===== src/rtl/phase_timer_sched_pkg.sv =====
// Shared definitions for the phase timer: state encoding, controller select codes
// and the select-to-duration lookup used when a phase is loaded.
package phase_timer_pkg;

  typedef enum logic [1:0] {
    IDLE  = 2'b00,
    RUN   = 2'b01,
    PAUSE = 2'b10,
    DONE  = 2'b11
  } state_e;

  localparam logic [1:0] SEL_NONE    = 2'b00;
  localparam logic [1:0] SEL_AGITATE = 2'b01;
  localparam logic [1:0] SEL_REST    = 2'b10;
  localparam logic [1:0] SEL_HEAT    = 2'b11;

  function automatic logic [31:0] sel_duration(
    input logic [1:0]  sel,
    input logic [31:0] dur_1,
    input logic [31:0] dur_2,
    input logic [31:0] dur_3
  );
    logic [31:0] d;
    case (sel)
      SEL_AGITATE: d = dur_1;
      SEL_REST:    d = dur_2;
      SEL_HEAT:    d = dur_3;
      default:     d = 32'd0;
    endcase
    return d;
  endfunction

endpackage


===== src/rtl/phase_timer_sched_if.sv =====
// Controller <-> timer link: load request, lid/abort controls and timer status.
interface phase_timer_sched_if #(
  parameter int unsigned CNT_W = 16
);
  logic [1:0]       timer_select;
  logic             lid_open;
  logic             abort;
  logic             timer_elapsed;
  logic [CNT_W-1:0] remaining;
  logic             busy;
  logic             paused;
  logic             warn;

  modport master (
    output timer_select, lid_open, abort,
    input  timer_elapsed, remaining, busy, paused, warn
  );

  modport slave (
    input  timer_select, lid_open, abort,
    output timer_elapsed, remaining, busy, paused, warn
  );
endinterface


===== src/rtl/phase_timer_sched_tick_prescaler.sv =====
// Free-running divider producing one tick every PRESCALE enabled cycles; holds its
// count while disabled so a paused phase resumes mid-tick.
module tick_prescaler #(
  parameter int unsigned PRESCALE = 1000
) (
  input  logic clk,
  input  logic rst,
  input  logic clear,
  input  logic enable,
  output logic tick
);
  localparam int unsigned   PW   = (PRESCALE > 1) ? $clog2(PRESCALE) : 1;
  localparam logic [PW-1:0] LAST = PW'(PRESCALE - 1);

  logic [PW-1:0] count_r;
  logic          wrap_s;

  assign wrap_s = (count_r == LAST);
  assign tick   = enable && wrap_s && !clear;

  // Prescale counter: cleared on load/abort, frozen while disabled.
  always_ff @(posedge clk or posedge rst) begin
    if (rst) begin
      count_r <= {PW{1'b0}};
    end else if (clear) begin
      count_r <= {PW{1'b0}};
    end else if (enable) begin
      count_r <= wrap_s ? {PW{1'b0}} : count_r + PW'(1);
    end
  end

endmodule


===== src/rtl/phase_timer_sched.sv =====
// Phase duration timer: loads a duration on a controller select pulse and counts it down
// on prescaled ticks. Define PHASE_TIMER_WARN_EN to build the near-expiry warn output.
module phase_timer_sched
  import phase_timer_pkg::*;
#(
  parameter int unsigned PRESCALE   = 1000,
  parameter int unsigned CNT_W      = 16,
  parameter int unsigned DUR_1      = 30,
  parameter int unsigned DUR_2      = 10,
  parameter int unsigned DUR_3      = 60,
  parameter int unsigned WARN_TICKS = 5
) (
  input logic               clk,
  input logic               rst,
  phase_timer_sched_if.slave bus
);

  state_e           state_r;
  state_e           state_next_s;
  logic [CNT_W-1:0] remaining_r;
  logic [CNT_W-1:0] rem_next_s;
  logic [31:0]      load_full_s;
  logic [CNT_W-1:0] load_dur_s;
  logic             load_s;
  logic             counting_s;
  logic             clr_s;
  logic             cnt_en_s;
  logic             tick_s;

  assign load_s      = (bus.timer_select != SEL_NONE);
  assign load_full_s = sel_duration(bus.timer_select, 32'(DUR_1), 32'(DUR_2), 32'(DUR_3));
  assign load_dur_s  = load_full_s[CNT_W-1:0];
  assign counting_s  = (state_r == RUN) || (state_r == PAUSE);
  assign clr_s       = bus.abort || load_s;
  assign cnt_en_s    = counting_s && !bus.lid_open && !clr_s;

  tick_prescaler #(.PRESCALE(PRESCALE)) u_prescaler (
    .clk    (clk),
    .rst    (rst),
    .clear  (clr_s),
    .enable (cnt_en_s),
    .tick   (tick_s)
  );

  // Next-state and next-remaining: abort, then load, then pause, then tick.
  always_comb begin
    state_next_s = state_r;
    rem_next_s   = remaining_r;
    if (bus.abort) begin
      state_next_s = IDLE;
      rem_next_s   = {CNT_W{1'b0}};
    end else if (load_s) begin
      rem_next_s = load_dur_s;
      if (load_dur_s == {CNT_W{1'b0}}) begin
        state_next_s = DONE;
      end else if (bus.lid_open) begin
        state_next_s = PAUSE;
      end else begin
        state_next_s = RUN;
      end
    end else begin
      case (state_r)
        IDLE: begin
          state_next_s = IDLE;
          rem_next_s   = {CNT_W{1'b0}};
        end
        RUN, PAUSE: begin
          if (bus.lid_open) begin
            state_next_s = PAUSE;
          end else if (tick_s) begin
            // Saturating decrement; the tick reaching zero ends the phase.
            if (remaining_r <= CNT_W'(1)) begin
              rem_next_s   = {CNT_W{1'b0}};
              state_next_s = DONE;
            end else begin
              rem_next_s   = remaining_r - CNT_W'(1);
              state_next_s = RUN;
            end
          end else begin
            state_next_s = RUN;
          end
        end
        DONE: begin
          state_next_s = IDLE;
          rem_next_s   = {CNT_W{1'b0}};
        end
        default: begin
          state_next_s = IDLE;
          rem_next_s   = {CNT_W{1'b0}};
        end
      endcase
    end
  end

  // State and remaining-tick registers.
  always_ff @(posedge clk or posedge rst) begin
    if (rst) begin
      state_r     <= IDLE;
      remaining_r <= {CNT_W{1'b0}};
    end else begin
      state_r     <= state_next_s;
      remaining_r <= rem_next_s;
    end
  end

  assign bus.remaining     = remaining_r;
  assign bus.timer_elapsed = (state_r == DONE);
  assign bus.busy          = (state_r != IDLE);
  assign bus.paused        = (state_r == PAUSE);

`ifdef PHASE_TIMER_WARN_EN
  logic warn_r;

  // Warn computed from next values so it stays aligned with state/remaining.
  always_ff @(posedge clk or posedge rst) begin
    if (rst) begin
      warn_r <= 1'b0;
    end else begin
      warn_r <= ((state_next_s == RUN) || (state_next_s == PAUSE)) &&
                (rem_next_s != {CNT_W{1'b0}}) &&
                (rem_next_s <= CNT_W'(WARN_TICKS));
    end
  end

  assign bus.warn = warn_r;
`else
  assign bus.warn = 1'b0;
`endif

endmodule


===== src/flat_wrapper.sv =====
// flat-port wrapper written by rule: the top's interface ports become plain ports
module phase_timer_sched_flat import phase_timer_pkg::*;
#(
  parameter int unsigned PRESCALE   = 1000,
  parameter int unsigned CNT_W      = 16,
  parameter int unsigned DUR_1      = 30,
  parameter int unsigned DUR_2      = 10,
  parameter int unsigned DUR_3      = 60,
  parameter int unsigned WARN_TICKS = 5
)
  (clk, rst, bus_timer_select, bus_lid_open, bus_abort, bus_timer_elapsed, bus_remaining, bus_busy, bus_paused, bus_warn);
  phase_timer_sched_if #(.CNT_W(CNT_W)) bus_i ();
  input logic clk;
  input logic rst;
  input wire logic [$bits(bus_i.timer_select)-1:0] bus_timer_select;
  input wire logic [$bits(bus_i.lid_open)-1:0] bus_lid_open;
  input wire logic [$bits(bus_i.abort)-1:0] bus_abort;
  output wire logic [$bits(bus_i.timer_elapsed)-1:0] bus_timer_elapsed;
  output wire logic [$bits(bus_i.remaining)-1:0] bus_remaining;
  output wire logic [$bits(bus_i.busy)-1:0] bus_busy;
  output wire logic [$bits(bus_i.paused)-1:0] bus_paused;
  output wire logic [$bits(bus_i.warn)-1:0] bus_warn;
  assign bus_i.timer_select = bus_timer_select;
  assign bus_i.lid_open = bus_lid_open;
  assign bus_i.abort = bus_abort;
  assign bus_timer_elapsed = bus_i.timer_elapsed;
  assign bus_remaining = bus_i.remaining;
  assign bus_busy = bus_i.busy;
  assign bus_paused = bus_i.paused;
  assign bus_warn = bus_i.warn;
  phase_timer_sched #(.PRESCALE(PRESCALE), .CNT_W(CNT_W), .DUR_1(DUR_1), .DUR_2(DUR_2), .DUR_3(DUR_3), .WARN_TICKS(WARN_TICKS)) u_core (.clk(clk), .rst(rst), .bus(bus_i));
endmodule

===== config.mk =====
export PLATFORM = sky130hd
export DESIGN_NAME = phase_timer_sched_flat
export DESIGN_NICKNAME = d
export VERILOG_FILES = /design/src/rtl/phase_timer_sched_pkg.sv /design/src/rtl/phase_timer_sched_if.sv /design/src/rtl/phase_timer_sched_tick_prescaler.sv /design/src/rtl/phase_timer_sched.sv /design/src/flat_wrapper.sv
export SDC_FILE = /design/constraint.sdc
export NUM_CORES = 1
export LEC_CHECK = 0
export ABC_AREA = 0
export BUFFER_PORTS_ARGS = -buffer_cell sky130_fd_sc_hd__buf_2
export CAP_MARGIN = 25
export CORE_ASPECT_RATIO = 0.8
export CORE_MARGIN = 1.5
export CORE_UTILIZATION = 25
export DETAILED_ROUTE_END_ITERATION = 12
export PLACE_DENSITY = 0.44
export SLEW_MARGIN = 40
export SYNTH_ARGS = -nofsm -noshare
export SYNTH_HDL_FRONTEND = slang
export SYNTH_HIERARCHICAL = 1
export SYNTH_SLANG_ARGS = --single-unit

===== constraint.sdc =====
create_clock -name clk -period 4.3 [get_ports clk]
set_input_delay 0.43 -clock clk [delete_from_list [all_inputs] [get_ports clk]]
set_output_delay 0.43 -clock clk [all_outputs]
set_load 0.005 [all_outputs]

==> flow_summary.ini <==
[outcome]
outcome = completed

[min_path]
hp-class = primary input to asynchronous set/reset pin

[synthesis]
synth_cell_types = 56
synth.top_cell.area_share_pct = 37.8
synth.largest_area_cell = dfrtp_1
synthesis.nets = 225
synth.area.top_cells = dfrtp_1 38%, ha_1 6.7%, nand2_1 4.7%
synth.avg_cell_area_sq_um = 8.87
ys_warn_count = 6
syn-cell-area_sq_um = 1850
syn_inst = 209
ys.flop_type = dfrtp_1
synth_edf_count = 0
async_reset_ff_share_pct = 100
ys_ff_latch = 28
seq_area_frac_synth_pct = 37.8

[global_routing]
grt_pass1_wl_mm = 7.71
overflow = 0
antenna_found_initial = 0
grt_start_max_net_pins = 19
track_usage_pct = 12.3
grt_pass1_vias = 1483

[clock_network]
ctsHoldBuffers = 0
clockBufferDepth = 2
clkSinkCount = 28
htreeDepth = 1
clockRootBuffer = clkbuf_8
post_cts_buffers = 0
cts_tree = built
clk_latency_ns = 0.28
cts_buffers = 3
cts_resized = 0
clk_pin_slew_ns = 0.10

[critical_path]
worstSetupStartpointType = flop
crit_slowest_cell = or4_2
end_kind = flop
cp.required_ns = 4.52
cp_max_fo = 12
critPathKind = flop to flop
timing.rr.start = u_core/u_prescaler/count_r[0]
critPathMaxStageDelay_ns = 0.58
ff2ff_setup_slack_ns = 1.26
crit_chain = ha_1, nand4b_1, nor3_1, and3_1, nor2b_1, nor2_2, or4_2, a21oi_1, a21o_1
reg2reg_depth = 9
arrival_ns = 3.26
regToRegEndpoint = u_core/bus.remaining[7]
cp_top_family = simple AND/OR/NAND/NOR gates
crit_buf_inv = 0

[die]
die_h_um = 80.0
design.die.area_sq_um = 7950
num_rows = 27
io_pins = 26
initial_core_util_pct = 26.4
core_area_sq_um = 7030
fp.dieW_um = 99.3

[sta]
relSlewSlack_pct = 53.6
hold_viol = 0
rsz0062_at_grt = no
holdWs_ns = 0.145
tns_ns = 0
finalSetupViolations = 0
fmax_mhz = 329
min_period_ns = 3.04
maxSlewViolCount = 0
fin_worst_skew_ns = 0.00451
worst_slew_pin_slew_ns = 0.692
post-route-period-util_pct = 70.7

[routing]
firstDrtPassIters = 4
drcViolationCount = 0
wire_per_inst_um = 14.6
final_antenna_net_count = 0
routed_via_density = 5.09
postRouteWirelength_mm = 4.65
drt_iter0_drc = 116
vias = 1623

[placed_design]
io_buffers = 24
placed_area_sq_um = 2060
place.gp.congestion = 0.823
post-dp-hpwl_mm = 3.54

[power]
ir_worst_vdd_v = 0.000120
power.density_nw_per_um2 = 250
p_leak_nw = 0.964
power_mw = 0.528

[layout]
antennaDiodeCount = 0
finalNetCount = 249
layout_commonest_cell = dfrtp_1
syn_to_final_growth_pct = 14.1
drive_gt1_share_pct = 19.0
final_cell_mix = 28 x dfrtp_1, 24 x buf_2, 23 x nand2_1, 15 x nor2_1, 13 x o21ai_0
fin_area_sq_um = 2120
final_util_pct = 30.1

[flow_run]
maxCapViolations = 0
synthesized netlist by cell type, types with 3 or more instances:
master,count
a21oi_1,11
dfrtp_1,28
ha_1,10
inv_1,12
nand2_1,23
nand2b_1,3
nand3_1,9
nand4_1,3
nor2_1,16
nor2b_1,5
nor3_1,4
nor4_1,3
o21ai_0,13
o31ai_1,3
or3_1,5
or4_1,4
xor2_1,3
stage by stage:
stage	instances	setup WS [ns]
after floorplan	209	1.61
after global placement	315	1.19
after detailed placement	315	1.04
after CTS	319	1.18
after global routing	319	1.03
final	319	1.26
cells by family after synthesis:
logic type	share of synthesized area, %
AOI/OAI and AO/OA	20.1
xor gates and xnor gates	1.42
adders and majority gates	6.75
buffers and inverters	4.18
DFF	37.8
muxes	1.08
other	0.202
and+or+nand+nor	28.5
state kept, by name, summed over array words and instances, names as in the netlist:
name	cells
u_core/state_r	2
u_core/u_prescaler/count_r	10
u_core/bus.remaining	16
metal layers:
metal / share of wire, % / routed length, um / track usage [%]
met4: 0.62 / 29 / 2.54
met5: 0 / 0 / 0
met2: 39 / 1800 / 16.8
met1: 56 / 2620 / 19.5
met3: 4.4 / 204 / 2.28
worst max-delay path by stage:
stage / from / endpoint / slack, ns / cells after the start
after floorplan: bus_timer_select[1] / u_core/bus.remaining[7] / 1.61 / 12
after global placement: bus_timer_select[1] / u_core/bus.remaining[7] / 1.19 / 12
after detailed placement: bus_timer_select[1] / u_core/bus.remaining[7] / 1.04 / 11
after CTS: u_core/u_prescaler/count_r[0] / u_core/bus.remaining[7] / 1.18 / 9
after global routing: u_core/state_r[1] / u_core/bus.remaining[7] / 1.03 / 11
final: u_core/u_prescaler/count_r[0] / u_core/bus.remaining[7] / 1.26 / 9
final cells by class:
type | instances | area (sq um)
Fill cell | 768 | 4910
Multi-Input combinational cell | 163 | 1080
Sequential cell | 28 | 701
Timing Repair Buffer | 25 | 128
Tap cell | 87 | 109
Clock buffer | 4 | 55.1
Inverter | 12 | 45.0
where the power goes:
part | internal [mW] | total (mW) | leakage [nW] | switching [mW]
combinational | 0.0325 | 0.0851 | 0.550 | 0.0526
sequential | 0.269 | 0.277 | 0.385 | 0.00826
clock | 0.0821 | 0.166 | 0.0288 | 0.0844
total | 0.383 | 0.528 | 0.964 | 0.145
No activity file was read; power rests on OpenSTA's default activity.
